<file path="src/rtl/flash_prog_seq.sv">
// Command sequencer for the 16-bit parallel flash write engine: expands program/erase requests
// into JEDEC unlock/command bus-write series. Define FLASH_ERASE_EN to build sector erase.
module flash_prog_seq #(
    parameter int unsigned PROG_WAIT   = 20,
    parameter int unsigned ERASE_WAIT  = 1000,
    parameter int unsigned FIN_TIMEOUT = 64,
    parameter logic [31:0] UNLOCK_A1   = 32'h555,
    parameter logic [31:0] UNLOCK_A2   = 32'h2AA
) (
    input  logic        clk,
    input  logic        rst,
    input  logic        cmd_valid,
    output logic        cmd_ready,
    input  logic        cmd_op,
    input  logic [31:0] cmd_addr,
    input  logic [15:0] cmd_data,
    output logic        busy,
    output logic        done,
    output logic        err,
    output logic        wr_ce,
    output logic [31:0] wr_addr,
    output logic [15:0] wr_data,
    input  logic        wr_fin
);

`ifdef FLASH_ERASE_EN
    localparam int unsigned CNT_MAX = (ERASE_WAIT > FIN_TIMEOUT) ? ERASE_WAIT : FIN_TIMEOUT;
`else
    localparam int unsigned CNT_MAX = (PROG_WAIT > FIN_TIMEOUT) ? PROG_WAIT : FIN_TIMEOUT;
`endif
    localparam int CNT_W = $clog2(CNT_MAX) + 1;
    localparam logic [2:0] PROG_LAST = 3'd3;

    typedef enum logic [2:0] {
        S_IDLE, S_ISSUE, S_WAIT_FIN, S_DELAY, S_DONE, S_REJECT
    } state_t;

    typedef struct packed {
        logic [31:0] addr;
        logic [15:0] data;
    } bus_wr_t;

    function automatic bus_wr_t prog_entry(input logic [2:0] step, input logic [31:0] addr,
                                           input logic [15:0] data);
        case (step)
            3'd0:    prog_entry = '{UNLOCK_A1, 16'h00AA};
            3'd1:    prog_entry = '{UNLOCK_A2, 16'h0055};
            3'd2:    prog_entry = '{UNLOCK_A1, 16'h00A0};
            default: prog_entry = '{addr, data};
        endcase
    endfunction

`ifdef FLASH_ERASE_EN
    localparam logic [2:0] ERASE_LAST = 3'd5;

    function automatic bus_wr_t erase_entry(input logic [2:0] step, input logic [31:0] addr);
        case (step)
            3'd0:    erase_entry = '{UNLOCK_A1, 16'h00AA};
            3'd1:    erase_entry = '{UNLOCK_A2, 16'h0055};
            3'd2:    erase_entry = '{UNLOCK_A1, 16'h0080};
            3'd3:    erase_entry = '{UNLOCK_A1, 16'h00AA};
            3'd4:    erase_entry = '{UNLOCK_A2, 16'h0055};
            default: erase_entry = '{addr, 16'h0030};
        endcase
    endfunction

    logic op_q, op_n;
`endif

    state_t             state, state_n;
    logic [2:0]         step, step_n, last_step;
    logic [CNT_W-1:0]   cnt, cnt_n, delay_load;
    logic [31:0]        addr_q, addr_n, wr_addr_n;
    logic [15:0]        data_q, data_n, wr_data_n;
    bus_wr_t            entry;

    // NOTE: state registers use non-blocking assignments so every flop samples pre-edge values.
    always_ff @(posedge clk or posedge rst) begin
        if (rst) begin
            state   <= S_IDLE;
            step    <= '0;
            cnt     <= '0;
            addr_q  <= '0;
            data_q  <= '0;
            wr_addr <= '0;
            wr_data <= '0;
`ifdef FLASH_ERASE_EN
            op_q    <= 1'b0;
`endif
        end else begin
            state   <= state_n;
            step    <= step_n;
            cnt     <= cnt_n;
            addr_q  <= addr_n;
            data_q  <= data_n;
            wr_addr <= wr_addr_n;
            wr_data <= wr_data_n;
`ifdef FLASH_ERASE_EN
            op_q    <= op_n;
`endif
        end
    end

`ifdef FLASH_ERASE_EN
    assign last_step  = op_q ? ERASE_LAST : PROG_LAST;
    assign delay_load = op_q ? CNT_W'(ERASE_WAIT) : CNT_W'(PROG_WAIT);
`else
    assign last_step  = PROG_LAST;
    assign delay_load = CNT_W'(PROG_WAIT);
`endif

    // NOTE: every signal written here gets a default first, so no path can infer a latch.
    always_comb begin
        state_n   = state;
        step_n    = step;
        cnt_n     = cnt;
        addr_n    = addr_q;
        data_n    = data_q;
        wr_addr_n = wr_addr;
        wr_data_n = wr_data;
        err       = 1'b0;
`ifdef FLASH_ERASE_EN
        op_n      = op_q;
`endif
        unique case (state)
            S_IDLE: begin
                if (cmd_valid && cmd_ready) begin
                    addr_n = cmd_addr;
                    data_n = cmd_data;
                    step_n = '0;
`ifdef FLASH_ERASE_EN
                    op_n    = cmd_op;
                    state_n = S_ISSUE;
`else
                    state_n = cmd_op ? S_REJECT : S_ISSUE;
`endif
                end
            end
            S_ISSUE: begin
                cnt_n   = '0;
                state_n = S_WAIT_FIN;
            end
            S_WAIT_FIN: begin
                cnt_n = cnt + 1'b1;
                // A completion arriving on the timeout cycle still counts as success.
                if (wr_fin) begin
                    if (step == last_step) begin
                        cnt_n   = delay_load;
                        state_n = S_DELAY;
                    end else begin
                        step_n  = step + 3'd1;
                        state_n = S_ISSUE;
                    end
                end else if (cnt == CNT_W'(FIN_TIMEOUT - 1)) begin
                    err     = 1'b1;
                    state_n = S_IDLE;
                end
            end
            S_DELAY: begin
                if (cnt == '0) state_n = S_DONE;
                else           cnt_n   = cnt - 1'b1;
            end
            S_DONE:   state_n = S_IDLE;
            S_REJECT: begin
                err     = 1'b1;
                state_n = S_IDLE;
            end
            default:  state_n = S_IDLE;
        endcase

`ifdef FLASH_ERASE_EN
        entry = op_n ? erase_entry(step_n, addr_n) : prog_entry(step_n, addr_n, data_n);
`else
        entry = prog_entry(step_n, addr_n, data_n);
`endif
        // Bus address/data are loaded on entry to ISSUE and then held until the next step.
        if (state_n == S_ISSUE) begin
            wr_addr_n = entry.addr;
            wr_data_n = entry.data;
        end
    end

    assign cmd_ready = (state == S_IDLE);
    assign busy      = (state != S_IDLE);
    assign done      = (state == S_DONE);
    assign wr_ce     = (state == S_ISSUE);

endmodule

</file>
<file path="config.mk">
export PLATFORM = sky130hd
export DESIGN_NAME = flash_prog_seq
export DESIGN_NICKNAME = d
export VERILOG_FILES = /design/src/rtl/flash_prog_seq.sv
export SDC_FILE = /design/constraint.sdc
export NUM_CORES = 1
export LEC_CHECK = 0
export CORE_MARGIN = 4
export CORE_UTILIZATION = 55
export CTS_BUF_LIST = sky130_fd_sc_hd__clkbuf_16
export DETAILED_ROUTE_END_ITERATION = 10
export GPL_ROUTABILITY_DRIVEN = 0
export PLACE_DENSITY = 0.84
export SYNTH_ARGS = -nofsm -noshare
export SYNTH_HDL_FRONTEND = slang
export SYNTH_SLANG_ARGS = --single-unit
</file>
<file path="constraint.sdc">
create_clock -name clk -period 11.21 [get_ports clk]
set_clock_uncertainty 0.15 [all_clocks]
set_input_delay 1.6815 -clock clk [delete_from_list [all_inputs] [get_ports clk]]
set_output_delay 1.6815 -clock clk [all_outputs]
set_load 0.03 [all_outputs]
</file>
# Yosys cells after proc, flatten, opt, wreduce, memory -nomap -nowiden
# Index checks and enable logic that the tools add are counted.
totals:
  elab_cells: 51
  output_inout_bits: 53
  romBits: 0
  regBits: 109
  ram_bits: 0
  inputBits: 53
  latchBits: 0
  mem_count: 0
op_classes:
  magnitude_cmp: 0
  reduce_logical: 7
  eq_ne: 11
  muxes: 23
  multipliers: 0
  n_shift: 0
  div_mod_pow: 0
  bitwise_logic: 0
  addsub: 3
op_table:
  columns: ["operator", "n"]
  rows:
  - ["48-bit one-hot mux with 3 select lines", 1]
  - ["32-bit two-way mux", 2]
  - ["16-bit two-way mux", 2]
  - ["3-bit two-way mux", 8]
  - ["7-bit two-way mux", 3]
  - ["7-bit one-hot mux with 3 select lines", 1]
  - ["3-bit by 2-bit == test with 1-bit output, second input constant", 4]
  - ["3-bit one-hot mux with 4 select lines", 1]
  - ["3-bit by 1-bit == test with 1-bit output, second input constant", 3]
  - ["7-bit by 1-bit adder with 7-bit output, second input constant", 1]
  - ["7-bit by 6-bit == test with 1-bit output, second input constant", 1]
  - ["7-bit zero test", 1]
  - ["7-bit by 1-bit subtractor with 7-bit output, second input constant", 1]
  - ["3-bit == test, second input constant", 2]
  - ["3-bit zero test", 2]
  - ["3-bit one-hot mux with 2 select lines", 1]
  - ["3-bit nonzero test", 2]
  - ["3-bit by 1-bit adder with 3-bit output, second input constant", 1]
  - ["1-bit two-way mux", 2]
  - ["2-bit two-way mux", 1]
  - ["2-bit != test, second input constant", 1]
  - ["1-bit one-hot mux with 2 select lines", 1]
  - ["2-bit AND reduction", 1]
  - ["1-bit logical AND", 1]

# Longest topological paths before layout
logic_depth:
  depth_word: 6
  mapped_depth: 7
  depth_no_buf: 7

# Worst setup path after synthesis
# No wires, ideal clock.
synth_timing:
  kind: "input -> output"
  startpoint: "input port wr_fin"
  endpoint: "output port err"
  path_stages: 4
  path_buffers: 1
  t_required_ps: 9378
  t_arrival_ps: 2821
  path_slack_ps: 6557
  path_cell_list: "clkbuf_2 -> nor2_1 -> nand4_1 -> o21ai_0"
synth_via:
  elab_chain_cells: 2
synth_lines:
  columns: ["element", "line", "source"]
  rows:
  - ["from (decl)", "23", "input logic wr_fin"]
  - ["1-bit two-way mux", "146", "if (wr_fin) begin"]
  - ["1-bit one-hot mux with 2 select lines", "125", "unique case (state)"]
  - ["to (decl)", "19", "output logic err,"]
# No other way between the ends.

# Worst setup path in the final report
# Same ends and word-level chain as after synthesis.

==> impl_results.md <==
* Run status: completed
* Area share of the largest cell type after synthesis at a little under three fifths
* Cell types with the largest area share after synthesis: sky130_fd_sc_hd__dfrtp_1 (56%), sky130_fd_sc_hd__mux2_2 (11%), sky130_fd_sc_hd__nand2_1 (5.9%)
* Data required, critical path at 9.38 ns
* Share of synthesized area occupied by flip-flops and latches at 55.8%
* Synthesized netlist net count at 498
* Reg power frac at 37.4%
* Met1 routing resource usage after global routing at 29.8%
* Mean instance size in the synthesized netlist at 11.1 sq um
* Count of nets left with antenna violations after detail routing at 0
* Number of enable flip-flop cells after synthesis at 0
* DRC Markers at 0
* Internal portion of total power at 0.00105 W
* Clock-pin slew of the registers on the worst-case setup and hold paths at 0.07 ns
* Max-capacitance violation count at 0
* Worst path arrival time at 3.52 ns
* Area growth from synthesis to layout at 27.7%
* Share of layout cells above drive strength 1 at 16.0%
* Leakage dissipation at between 2 and 3 nW
* Hold/Removal Path Class: flip-flop to flip-flop
* Most congested layer reported by global routing: met2
* H-tree levels at 3
* Unrepaired setup endpoints after global routing: no
* Number of setup violations in the final report at 0
* Setup TNS at 0 ns
* Async S/R FF share, synth at between 90% and 100%
* Pin count of the biggest net entering global routing at 63
* Number of cell instances on the worst register-to-register path at 6
* Switching part of the total at 40.4%
* Tmin final at 5.36 ns
* Reg-to-reg slack, setup at around 8.4 ns
* Estimated wirelength of the detail-placed design at approximately 7900 microns
* Startpoint of the worst register-to-register path: state[1]$_DFF_PP0_
* Number of top-level design ports at 106
* Antenna violations before repair at 0
* Nets@finish at 588
* Number of iterations in the first detailed-routing pass at 5
* Highest Clock Rate at 187 MHz
* Detail-routed net length per standard cell at 18.0 microns
* Final worst slack at 5.85 ns
* Slew margin rel. at 50.0%
* Worst Setup Path Type: primary input to output pin
* Hold Startpoint: wr_addr[30]$_DFFE_PP0N_
* Clock sinks at 109
* Post-synth top area cell: sky130_fd_sc_hd__dfrtp_1
* Global route total overflow at 0
* DR vias/cell at 5.91
* Crit end category: output pin
* Global-route met2 utilization at 39.7%
* TritonCTS buffer count at 9
* GRT Resource Usage Total at between 20% and 30%
* Library cell with the highest instance count after synthesis: sky130_fd_sc_hd__dfrtp_1
* Quantity of hold-fixing buffers added after cts at 0
* Final Hold Fails at 0
* Port-buffer cells at 105
* Later-pin clock latency in the skew report at about 0.34 ns
* Worst hold stages at 2
* Die Y at 102 microns
* Met3 track utilization from global routing at under 10%
* Number of DRC markers in iteration 0 at 225
* Worst-path maximum fanout at 8
* Main synth FF type: sky130_fd_sc_hd__dfrtp_1
* Final wirelength at 11600 microns
* Netlist area before placement at 0.00489 sq mm
* Pwr per Cell Area at 283 mW/mm^2
* Logic pwr share at 45.5%
* Top cell types by occurrence after synthesis: sky130_fd_sc_hd__dfrtp_1 (109), sky130_fd_sc_hd__nand2_1 (77), sky130_fd_sc_hd__mux2_2 (47)
* Area of the core region at 0.00868 sq mm
* Unique cell type count in the Yosys netlist at 54
* Switching component of the power at 0.000715 W
* Synthesis-stage register bit count at 109
* Number of fill cells at 651
* Clock tree from TritonCTS: built
* Clock power share at 17.1%
* Worst supply voltage drop on vdd at 0.136 mV
* Number of pins with negative max-slew slack in the final report at 0
* Final period utilization at between 40% and 50%
* Slew at the pin closest to its max-slew limit at 0.750 ns
* Total inserted antenna cells at 0
* Deepest clock path buffer count at 2
* Root buffer cell: sky130_fd_sc_hd__clkbuf_16
* End point of the worst hold path: wr_addr[30]$_DFFE_PP0N_
* Wire length of the first global-routing pass at about 19000 microns
* Pre-CTS setup slack at 5.85 ns
* Crit Reg-Reg Endpoint: wr_data[3]$_DFFE_PP0N_
* Area of the die at about 0.010 sq mm
* Type of origin of the critical path: primary input
* Total number of vias at roughly 3800
* DIE WIDTH at just over 100 microns
* Number of cells upsized or downsized after cts at 0
* Number of cells produced by synthesis at 441
* Rows at 34
* Initial Util at a little under three fifths
* YS warnings at 0
* Number of post-CTS setup repair buffers at 0
* Via count of the first global-routing pass at 3853
-- worst max-delay path, stage by stage --
cell and delay, ns:
sky130_fd_sc_hd__clkdlybuf4s50_1 0.53, sky130_fd_sc_hd__nor2_1 0.15, sky130_fd_sc_hd__nand4_1 0.22, sky130_fd_sc_hd__o21ai_0 0.23
sky130_fd_sc_hd__clkdlybuf4s50_1 0.70
-- power groups by stage --
| stage | combinational, W | clock (W) | sequential, W |
|---|---|---|---|
| after floorplan | 0.000457 | 0 | 0.000743 |
| after global placement | 0.000772 | 0 | 0.000656 |
| after detailed placement | 0.000802 | 0 | 0.000667 |
| after CTS | 0.000808 | 0.000308 | 0.000661 |
| after global routing | 0.000866 | 0.000324 | 0.000681 |
| final | 0.000805 | 0.000302 | 0.000662 |
-- layout by cell type (no fill, tap or decap), types with 3 or more instances in the layout --
cell type / instances
sky130_fd_sc_hd__inv_1: 7
sky130_fd_sc_hd__and3_1: 4
sky130_fd_sc_hd__a31o_2: 3
sky130_fd_sc_hd__buf_4: 6
sky130_fd_sc_hd__a31oi_1: 4
sky130_fd_sc_hd__nor2_1: 16
sky130_fd_sc_hd__mux2_2: 47
sky130_fd_sc_hd__o221ai_1: 3
sky130_fd_sc_hd__o21ai_0: 19
sky130_fd_sc_hd__clkdlybuf4s50_1: 105
sky130_fd_sc_hd__a21oi_1: 25
sky130_fd_sc_hd__o21ai_1: 9
sky130_fd_sc_hd__dfrtp_1: 109
sky130_fd_sc_hd__clkbuf_16: 9
sky130_fd_sc_hd__ha_1: 4
sky130_fd_sc_hd__o211ai_1: 34
sky130_fd_sc_hd__nand2_1: 77
sky130_fd_sc_hd__nor3b_1: 3
sky130_fd_sc_hd__nand3_1: 3
-- routing by layer --
layer	up-vias	share of wire [%]
met3	22	6.3
met4	0	1.4
li1	1750	-
met5	-	0
met1	1893	42
met2	140	50
-- cells by family (layout without fill, tap and decap cells) --
group                    count (synthesis)  in the layout  share of synthesized area, %
AO/OA/AOI/OAI                          115            115                          15.9
buffers and inverters                   41            136                          4.45
AND/OR/NAND/NOR                        123            123                          11.5
multiplexers                            48             48                          11.1
flip-flops                             109            109                          55.8
adder cells (fa/ha/maj)                  4              4                          1.02
XOR/XNOR                                 1              1                         0.179
-- flip-flops by register name, indices dropped and copies added, names as in the netlist --
register,cells
addr_q,32
wr_addr,32
data_q,16
wr_data,16
cnt,7
state,3
step,3
-- through the flow --
| step | hold slack (ns) | total power (W) | utilization, % | cells | area (sq um) |
|---|---|---|---|---|---|
| final | 0.329 | 0.00177 | 72.0 | 644 | 6240 |
| after global routing | 0.360 | 0.00187 | 72.0 | 644 | 6240 |
| after CTS | 0.334 | 0.00178 | 72.0 | 644 | 6240 |
| after detailed placement | 0.314 | 0.00147 | 68.7 | 628 | 5960 |
| after global placement | 0.312 | 0.00143 | 68.7 | 628 | 5960 |
| after floorplan | 0.306 | 0.00120 | - | 441 | 4890 |
-- cell type report --
cell class	count	area, sq um	share of cell area, %
Clock inverter	7	60.1	0.962
Sequential cell	109	2730	43.7
Multi-Input combinational cell	291	1960	31.5
Tap cell	108	135	2.16
Inverter	9	36.3	0.581
Timing Repair Buffer	111	1100	17.6
Clock buffer	9	225	3.61
-- worst max-delay path by stage --
stage | start | end | slack, ns | depth (start not counted)
2_1_floorplan | rst | addr_q[0]$_DFF_PP0_ | 6.50 | 1
3_3_place_gp | wr_fin | err | 5.89 | 5
3_5_place_dp | wr_fin | err | 5.85 | 5
4_1_cts | wr_fin | err | 5.85 | 5
5_1_grt | wr_fin | err | 5.71 | 5
6_report | wr_fin | err | 5.85 | 5
Power figures use the tool's default switching activity.
